[config.mk]
export PLATFORM = sky130hd
export DESIGN_NAME = uart_mem_loader
export DESIGN_NICKNAME = d
export VERILOG_FILES = /design/src/rtl/uart_mem_pkg.sv /design/src/rtl/uart_dump_seq.sv /design/src/rtl/uart_mem_loader.sv
export SDC_FILE = /design/constraint.sdc
export NUM_CORES = 1
export LEC_CHECK = 0
export ABC_AREA = 1
export CORE_MARGIN = 3
export CORE_UTILIZATION = 50
export CTS_CLUSTER_DIAMETER = 60
export CTS_CLUSTER_SIZE = 28
export DETAILED_ROUTE_END_ITERATION = 6
export PLACE_DENSITY = 0.74
export SKIP_CTS_REPAIR_TIMING = 1
export SLEW_MARGIN = 20
export SYNTH_ARGS = -nofsm -noshare
export SYNTH_HDL_FRONTEND = slang
export SYNTH_HIERARCHICAL = 1
export SYNTH_SLANG_ARGS = --single-unit
[constraint.sdc]
create_clock -name clk -period 2.8 [get_ports clk]
set_input_delay 0.42 -clock clk [delete_from_list [all_inputs] [get_ports clk]]
set_output_delay 0.42 -clock clk [all_outputs]
set_load 0.005 [all_outputs]
[src/rtl/uart_mem_pkg.sv]
`default_nettype none
// ============================================================================
// Module      : uart_mem_pkg
// Description : Shared types and defaults for the UART memory loader. Holds
//               the loader and dump-sequencer state encodings, the default
//               image sizes and a helper that sizes byte counters.
// Revision    : 1.0 - initial release
// ============================================================================
package uart_mem_pkg;

  localparam int DEF_ADDR_W         = 19;
  localparam int DEF_INS_DEPTH      = 256;
  localparam int DEF_IMG_LOAD_BYTES = 307200;
  localparam int DEF_DUMP_BASE      = 307200;
  localparam int DEF_IMG_DUMP_BYTES = 76800;
  localparam int DEF_RD_LAT         = 2;

  // Top-level loader phases; the dump itself is sequenced by uart_dump_seq.
  typedef enum logic [1:0] {
    ST_LOAD_INS = 2'd0,
    ST_LOAD_IMG = 2'd1,
    ST_RUN      = 2'd2,
    ST_DUMP     = 2'd3
  } ldr_state_e;

  typedef enum logic [1:0] {
    DS_IDLE = 2'd0,
    DS_RD   = 2'd1,
    DS_TX   = 2'd2,
    DS_ACK  = 2'd3
  } dump_state_e;

  // Width of a counter that spans 0..n-1 (never narrower than one bit).
  function automatic int cnt_w(input int n);
    return (n <= 2) ? 1 : $clog2(n);
  endfunction

endpackage
`default_nettype wire

[src/rtl/uart_dump_seq.sv]
`default_nettype none
// ============================================================================
// Module      : uart_dump_seq
// Description : Streams IMG_DUMP_BYTES bytes of image RAM, starting at
//               DUMP_BASE, out through the UART TX byte engine.
//   clk, rst_n  : clock, asynchronous active-low reset
//   start       : one-cycle pulse that begins a dump at byte 0
//   rd_q        : image RAM read data (RD_LAT cycles after rd_addr)
//   tx_busy     : TX engine busy, rises the cycle after tx_start
//   rd_addr     : image RAM read address, valid while rd_active
//   rd_active   : high while the sequencer owns the image RAM address
//   tx_data     : byte to transmit, held from capture to next capture
//   tx_start    : one-cycle transmit request
//   done        : one-cycle pulse as the last byte is accepted by TX
// Revision    : 1.0 - initial release
// ============================================================================
module uart_dump_seq
  import uart_mem_pkg::*;
#(
  parameter int ADDR_W         = DEF_ADDR_W,
  parameter int DUMP_BASE      = DEF_DUMP_BASE,
  parameter int IMG_DUMP_BYTES = DEF_IMG_DUMP_BYTES,
  parameter int RD_LAT         = DEF_RD_LAT
) (
  input  logic              clk,
  input  logic              rst_n,
  input  logic              start,
  input  logic [7:0]        rd_q,
  input  logic              tx_busy,
  output logic [ADDR_W-1:0] rd_addr,
  output logic              rd_active,
  output logic [7:0]        tx_data,
  output logic              tx_start,
  output logic              done
);

  localparam int DMP_W = cnt_w(IMG_DUMP_BYTES);
  localparam int LAT_W = cnt_w(RD_LAT + 1);

  dump_state_e      state_q, state_d;
  logic [DMP_W-1:0] dump_cnt_q, dump_cnt_d;
  logic [LAT_W-1:0] lat_cnt_q, lat_cnt_d;
  logic [7:0]       tx_data_q, tx_data_d;
  logic             tx_start_q, tx_start_d;

  always_comb begin
    state_d    = state_q;
    dump_cnt_d = dump_cnt_q;
    lat_cnt_d  = lat_cnt_q;
    tx_data_d  = tx_data_q;
    tx_start_d = 1'b0;
    done       = 1'b0;
    case (state_q)
      DS_IDLE: begin
        if (start) begin
          dump_cnt_d = '0;
          lat_cnt_d  = '0;
          state_d    = DS_RD;
        end
      end
      // Address is held for RD_LAT+1 cycles so the data captured on the
      // last one is the word that was addressed on the first one.
      DS_RD: begin
        if (lat_cnt_q == LAT_W'(RD_LAT)) begin
          tx_data_d = rd_q;
          lat_cnt_d = '0;
          state_d   = DS_TX;
        end else begin
          lat_cnt_d = lat_cnt_q + LAT_W'(1);
        end
      end
      DS_TX: begin
        if (!tx_busy) begin
          tx_start_d = 1'b1;
          state_d    = DS_ACK;
        end
      end
      // tx_busy going high is the acceptance of the byte; the next read is
      // launched immediately so it overlaps the serial transmission.
      DS_ACK: begin
        if (tx_busy) begin
          if (dump_cnt_q == DMP_W'(IMG_DUMP_BYTES - 1)) begin
            done       = 1'b1;
            dump_cnt_d = '0;
            state_d    = DS_IDLE;
          end else begin
            dump_cnt_d = dump_cnt_q + DMP_W'(1);
            state_d    = DS_RD;
          end
        end
      end
      default: state_d = DS_IDLE;
    endcase
  end

  always_ff @(posedge clk or negedge rst_n) begin
    if (!rst_n) begin
      state_q    <= DS_IDLE;
      dump_cnt_q <= '0;
      lat_cnt_q  <= '0;
      tx_data_q  <= '0;
      tx_start_q <= 1'b0;
    end else begin
      state_q    <= state_d;
      dump_cnt_q <= dump_cnt_d;
      lat_cnt_q  <= lat_cnt_d;
      tx_data_q  <= tx_data_d;
      tx_start_q <= tx_start_d;
    end
  end

  assign rd_addr   = ADDR_W'(DUMP_BASE) + ADDR_W'(dump_cnt_q);
  assign rd_active = (state_q != DS_IDLE);
  assign tx_data   = tx_data_q;
  assign tx_start  = tx_start_q;

endmodule
`default_nettype wire

[src/rtl/uart_mem_loader.sv]
`default_nettype none
// ============================================================================
// Module      : uart_mem_loader
// Description : Loads instruction RAM then image RAM from the UART RX byte
//               stream, launches the CPU, waits for it to finish and streams
//               the processed image region back out through UART TX. Owns
//               all port-b traffic of memory_unit.
//   clk, rst_n        : clock, asynchronous active-low reset
//   rx_data/rx_valid  : received byte and its one-cycle strobe
//   tx_data/tx_start  : byte to send and its one-cycle request
//   tx_busy           : TX engine busy
//   M_I_*_UART        : instruction RAM write port
//   MI_IMG_*_UART     : image RAM write/read port
//   cpu_start         : one-cycle CPU launch pulse
//   cpu_done          : CPU finished (level, looked at only in RUN)
//   rx_overrun        : sticky, byte arrived while not loading
//   frame_done        : one-cycle pulse when the last byte is accepted by TX
// Revision    : 1.0 - initial release
// ============================================================================
module uart_mem_loader
  import uart_mem_pkg::*;
#(
  parameter int INS_DEPTH      = DEF_INS_DEPTH,
  parameter int IMG_LOAD_BYTES = DEF_IMG_LOAD_BYTES,
  parameter int DUMP_BASE      = DEF_DUMP_BASE,
  parameter int IMG_DUMP_BYTES = DEF_IMG_DUMP_BYTES,
  parameter int ADDR_W         = DEF_ADDR_W,
  parameter int RD_LAT         = DEF_RD_LAT
) (
  input  logic              clk,
  input  logic              rst_n,
  input  logic [7:0]        rx_data,
  input  logic              rx_valid,
  output logic [7:0]        tx_data,
  output logic              tx_start,
  input  logic              tx_busy,
  output logic [7:0]        M_I_data_UART,
  output logic [7:0]        M_I_addr_UART,
  output logic              M_I_we_UART,
  output logic [7:0]        MI_IMG_data_UART,
  output logic [ADDR_W-1:0] MI_IMG_addr_UART,
  output logic              MI_IMG_we_UART,
  input  logic [7:0]        MI_IMG_q_UART,
  output logic              cpu_start,
  input  logic              cpu_done,
  output logic              rx_overrun,
  output logic              frame_done
);

  localparam int INS_W = cnt_w(INS_DEPTH);
  localparam int IMG_W = cnt_w(IMG_LOAD_BYTES);

  // Elaboration-time legality of the parameter set.
  if (INS_DEPTH < 1 || INS_DEPTH > 256) begin : g_bad_ins_depth
    $error("uart_mem_loader: INS_DEPTH must be 1..256");
  end
  if (IMG_LOAD_BYTES < 1 || longint'(IMG_LOAD_BYTES) > (longint'(1) << ADDR_W)) begin : g_bad_img_load
    $error("uart_mem_loader: IMG_LOAD_BYTES does not fit the image address space");
  end
  if (IMG_DUMP_BYTES < 1 ||
      longint'(DUMP_BASE) + longint'(IMG_DUMP_BYTES) > (longint'(1) << ADDR_W)) begin : g_bad_dump_window
    $error("uart_mem_loader: DUMP_BASE+IMG_DUMP_BYTES wraps the image address space");
  end
  if (RD_LAT < 0) begin : g_bad_rd_lat
    $error("uart_mem_loader: RD_LAT must be non-negative");
  end

  ldr_state_e        state_q, state_d;
  logic [INS_W-1:0]  ins_cnt_q, ins_cnt_d;
  logic [IMG_W-1:0]  img_cnt_q, img_cnt_d;
  logic [7:0]        ins_addr_q, ins_addr_d;
  logic [7:0]        ins_data_q, ins_data_d;
  logic              ins_we_q, ins_we_d;
  logic [ADDR_W-1:0] img_addr_q, img_addr_d;
  logic [7:0]        img_data_q, img_data_d;
  logic              img_we_q, img_we_d;
  logic              cpu_start_q, cpu_start_d;
  logic              overrun_q, overrun_d;
  logic              frame_done_q, frame_done_d;

  logic              dump_start;
  logic              dump_done;
  logic              dump_active;
  logic [ADDR_W-1:0] dump_addr;

  always_comb begin
    state_d      = state_q;
    ins_cnt_d    = ins_cnt_q;
    img_cnt_d    = img_cnt_q;
    ins_addr_d   = ins_addr_q;
    ins_data_d   = ins_data_q;
    ins_we_d     = 1'b0;
    img_addr_d   = img_addr_q;
    img_data_d   = img_data_q;
    img_we_d     = 1'b0;
    // The state already moved to RUN when the final image write was issued,
    // so an image write slot seen in RUN is that final write.
    cpu_start_d  = (state_q == ST_RUN) && img_we_q;
    overrun_d    = overrun_q;
    frame_done_d = 1'b0;
    dump_start   = 1'b0;
    case (state_q)
      ST_LOAD_INS: begin
        if (rx_valid) begin
          ins_we_d   = 1'b1;
          ins_addr_d = 8'(ins_cnt_q);
          ins_data_d = rx_data;
          if (ins_cnt_q == INS_W'(INS_DEPTH - 1)) begin
            ins_cnt_d = '0;
            state_d   = ST_LOAD_IMG;
          end else begin
            ins_cnt_d = ins_cnt_q + INS_W'(1);
          end
        end
      end
      ST_LOAD_IMG: begin
        if (rx_valid) begin
          img_we_d   = 1'b1;
          img_addr_d = ADDR_W'(img_cnt_q);
          img_data_d = rx_data;
          if (img_cnt_q == IMG_W'(IMG_LOAD_BYTES - 1)) begin
            img_cnt_d = '0;
            state_d   = ST_RUN;
          end else begin
            img_cnt_d = img_cnt_q + IMG_W'(1);
          end
        end
      end
      // cpu_done is only trusted once the launch pulse has gone out, so a
      // level left over from before the launch cannot skip the CPU run.
      ST_RUN: begin
        if (rx_valid) overrun_d = 1'b1;
        if (cpu_done && !img_we_q && !cpu_start_q) begin
          dump_start = 1'b1;
          state_d    = ST_DUMP;
        end
      end
      ST_DUMP: begin
        if (rx_valid) overrun_d = 1'b1;
        if (dump_done) begin
          frame_done_d = 1'b1;
          overrun_d    = 1'b0;
          ins_cnt_d    = '0;
          img_cnt_d    = '0;
          state_d      = ST_LOAD_INS;
        end
      end
      default: state_d = ST_LOAD_INS;
    endcase
  end

  always_ff @(posedge clk or negedge rst_n) begin
    if (!rst_n) begin
      state_q      <= ST_LOAD_INS;
      ins_cnt_q    <= '0;
      img_cnt_q    <= '0;
      ins_addr_q   <= '0;
      ins_data_q   <= '0;
      ins_we_q     <= 1'b0;
      img_addr_q   <= '0;
      img_data_q   <= '0;
      img_we_q     <= 1'b0;
      cpu_start_q  <= 1'b0;
      overrun_q    <= 1'b0;
      frame_done_q <= 1'b0;
    end else begin
      state_q      <= state_d;
      ins_cnt_q    <= ins_cnt_d;
      img_cnt_q    <= img_cnt_d;
      ins_addr_q   <= ins_addr_d;
      ins_data_q   <= ins_data_d;
      ins_we_q     <= ins_we_d;
      img_addr_q   <= img_addr_d;
      img_data_q   <= img_data_d;
      img_we_q     <= img_we_d;
      cpu_start_q  <= cpu_start_d;
      overrun_q    <= overrun_d;
      frame_done_q <= frame_done_d;
    end
  end

  uart_dump_seq #(
    .ADDR_W         (ADDR_W),
    .DUMP_BASE      (DUMP_BASE),
    .IMG_DUMP_BYTES (IMG_DUMP_BYTES),
    .RD_LAT         (RD_LAT)
  ) u_dump_seq (
    .clk       (clk),
    .rst_n     (rst_n),
    .start     (dump_start),
    .rd_q      (MI_IMG_q_UART),
    .tx_busy   (tx_busy),
    .rd_addr   (dump_addr),
    .rd_active (dump_active),
    .tx_data   (tx_data),
    .tx_start  (tx_start),
    .done      (dump_done)
  );

  assign M_I_data_UART    = ins_data_q;
  assign M_I_addr_UART    = ins_addr_q;
  assign M_I_we_UART      = ins_we_q;
  assign MI_IMG_data_UART = img_data_q;
  assign MI_IMG_addr_UART = dump_active ? dump_addr : img_addr_q;
  assign MI_IMG_we_UART   = img_we_q;
  assign cpu_start        = cpu_start_q;
  assign rx_overrun       = overrun_q;
  assign frame_done       = frame_done_q;

endmodule
`default_nettype wire
==> impl_metrics.toml <==
[power]
sw_frac_of_total = 0.378
total_power_mw = 5.97
power_density_nw_per_um2 = 864
combinationalPowerShare = 0.413
clockPowerShare = 0.207
seqPwrFrac = 0.380
p_sw_mw = 2.26
vdd_drop_max_uv = 666
internal_power_mw = 3.71
cellLeakagePower_nw = 3.26

[final_layout]
seq_area_sq_um = 2680
nets = 818
fill_cells = 963
diodes = 0
final_common_cell = "nand2_1"
area_growth_pct = 19.6
final_cell_mix = "nand2_1, dfrtp_1, inv_1"
final_cells = 926
multiInputGateArea_sq_um = 2600
drive_above_1_share = 0.0980

[drt]
drtIter0Drc = 344
wire_per_inst_um = 14.6
drcViolationCount = 0
drt_pass1_iterations = 5
vias_per_cell = 5.24
ant_nets = 0
routed_wl_mm = 13.5
via_count = 4856

[setup_path]
crit_arrival_ns = 2.23
endpoint_kind = "output port"
crit_type = "reg -> out"
cp_max_fo = 22
worst_r2r_path_depth = 17
start_kind = "flip-flop"
cp.required_ns = 2.38

[placed_design]
place_inst = 910
pre_cts_ws_ns = 0.312
gp_congestion = 0.958
numPortBuffers = 77
dp_hpwl_mm = 9.98

[yosys]
synth_cell_types = 36
synthArstFlopShare = 1.00
synth_fp_nets = 751
synth_flop_cell = "dfrtp_1"
ys_seq_area_frac = 0.463
yosysWarnings = 6
post_synth.cell_area_avg_sq_um = 8.09
synth_edf_count = 0
synth_seq_cells = 107
synthCells = 714
syn-cell-area_sq_um = 5780

[clocking]
cts.htree.levels = 3
clockBufferDepth = 2
cts_buffers = 9
cts_tree = "yes"
cts_sinks = 107
root_buffer = "clkbuf_16"
clkLatencyLatePin_ns = 0.36
clk_pin_slew_worst_paths_ns = 0.08

[global_routing]
grt_overflow = 0
grt_start_max_net_pins = 55
grt_pass1_wl_mm = 22.7
antenna_found_initial = 0
grt_usage = 0.219
grt_pass1_vias = 4699

[timing]
fin_skew_ns = 0.00913
fmax_ghz = 0.378
fin_crit_ns = 2.65
relSlewSlack = 0.435
hold_violations = 0
rsz0062_at_grt = "false"
fin_tns_setup_ns = 0
worst_slack_ns = 0.152
worstMarginPinSlew_ns = 0.845
setup_violations = 0
finalCritPeriodShare = 0.946
slew_viol_final = 0
whs_ns = 0.0179

[floorplanning]
die_w_um = 114
fp.dieH_um = 114
core_area_sq_um = 11100
rows = 38
ios = 78
die_area_sq_um = 12900
start_util = 0.522

[min_path]
holdCritPathClass = "in -> async"

[status]
status = "complete, no violations"

[run]
drv_cap = 0
kinds of logic (layout without fill, tap and decap cells):
| kind of cell | Yosys count | count (layout) | synth area share |
|---|---|---|---|
| AO/OA/AOI/OAI | 83 | 83 | 0.0777 |
| XOR/XNOR | 13 | 13 | 0.0197 |
| adder cells (fa/ha/maj) | 16 | 16 | 0.0346 |
| other | 1 | 1 | 0.000649 |
| multiplexers | 26 | 26 | 0.0507 |
| flip-flops | 107 | 107 | 0.463 |
| AND/OR/NAND/NOR | 348 | 348 | 0.266 |
| buffers and inverters | 120 | 192 | 0.0868 |
cell usage after synthesis (2+ instances only):
library cell	n	area (sq um)
nor2_1	70	263
mux2_2	26	293
nand3_1	29	145
nor2_4	3	33.8
buf_2	2	10.0
inv_2	6	22.5
nand2_2	5	31.3
a21oi_1	10	50.1
nor2_2	2	12.5
clkbuf_1	9	33.8
nand3_2	3	30.0
inv_1	90	338
buf_4	13	97.6
nand2_1	199	747
a21oi_4	2	32.5
nand4_1	15	93.8
nand2_4	2	22.5
nor3_2	2	20.0
nor3_1	12	60.1
xor2_1	12	105
dfrtp_1	107	2680
ha_1	16	200
o21ai_0	66	330
state kept, by name, indices dropped and copies added (netlist names):
signal / count
u_dump_seq/lat_cnt_q: 2
MI_IMG_we_UART: 1
img_cnt_q: 19
M_I_we_UART: 1
u_dump_seq/state_q: 2
u_dump_seq/tx_data: 8
state_q: 2
u_dump_seq/tx_start: 1
u_dump_seq/dump_cnt_q: 17
frame_done: 1
MI_IMG_data_UART: 8
ins_cnt_q: 8
cpu_start: 1
rx_overrun: 1
M_I_addr_UART: 8
img_addr_q: 19
M_I_data_UART: 8
through the flow:
stage                util  area, sq um
detailed placement  0.597         6620
CTS                 0.623         6900
global placement    0.597         6620
global route        0.624         6910
finish              0.624         6910
floorplan               -         5780
power by group through the flow:
stage	Combinational [mW]	Sequential [mW]	Clock (mW)
global placement	2.36	2.27	0
global route	2.75	2.33	1.31
detailed placement	2.44	2.29	0
floorplan	1.41	2.26	0
CTS	2.47	2.27	1.26
finish	2.46	2.27	1.24
path summary, 6_finish.rpt:
| check | start | end | slack [ns] |
|---|---|---|---|
| setup / recovery | u_dump_seq/state_q[0]$_DFFE_PN0P_ | MI_IMG_addr_UART[2] | 0.15 |
| hold / removal | rst_n | M_I_addr_UART[5]$_DFFE_PN0P_ | 0.02 |
| setup reg to reg | u_dump_seq/dump_cnt_q[12]$_DFFE_PN0P_ | state_q[1]$_DFFE_PN0P_ | 0.37 |
| hold reg to reg | MI_IMG_data_UART[3]$_DFFE_PN0P_ | MI_IMG_data_UART[3]$_DFFE_PN0P_ | 0.49 |
| max in group asynchronous | rst_n | img_addr_q[5]$_DFFE_PN0P_ | 2.13 |
| min in group clk | MI_IMG_data_UART[3]$_DFFE_PN0P_ | MI_IMG_data_UART[3]$_DFFE_PN0P_ | 0.49 |
routing by layer:
metal | track usage | vias to the layer above | share of wire | routed length, um
met5 | 0 | - | 0 | 0
met4 | 0.0761 | 0 | 0.026 | 349
met1 | 0.297 | 2307 | 0.46 | 6260
met2 | 0.351 | 138 | 0.46 | 6210
met3 | 0.0467 | 26 | 0.050 | 675
li1 | - | 2385 | - | -
layout make-up:
type                            instances  area share
Inverter                               96      0.0529
Timing Repair Buffer                   80       0.116
Multi-Input combinational cell        487       0.376
Clock inverter                          7     0.00924
Sequential cell                       107       0.388
Tap cell                              140      0.0254
Clock buffer                            9      0.0326
critical path, cell delays in order (launching register included):
cell             delay, ns
dfrtp_1               0.42
inv_1                 0.10
ha_1                  0.30
inv_6                 0.21
mux2_2                0.38
clkdlybuf4s50_1       0.45
No activity file was read; power rests on OpenSTA's default activity.
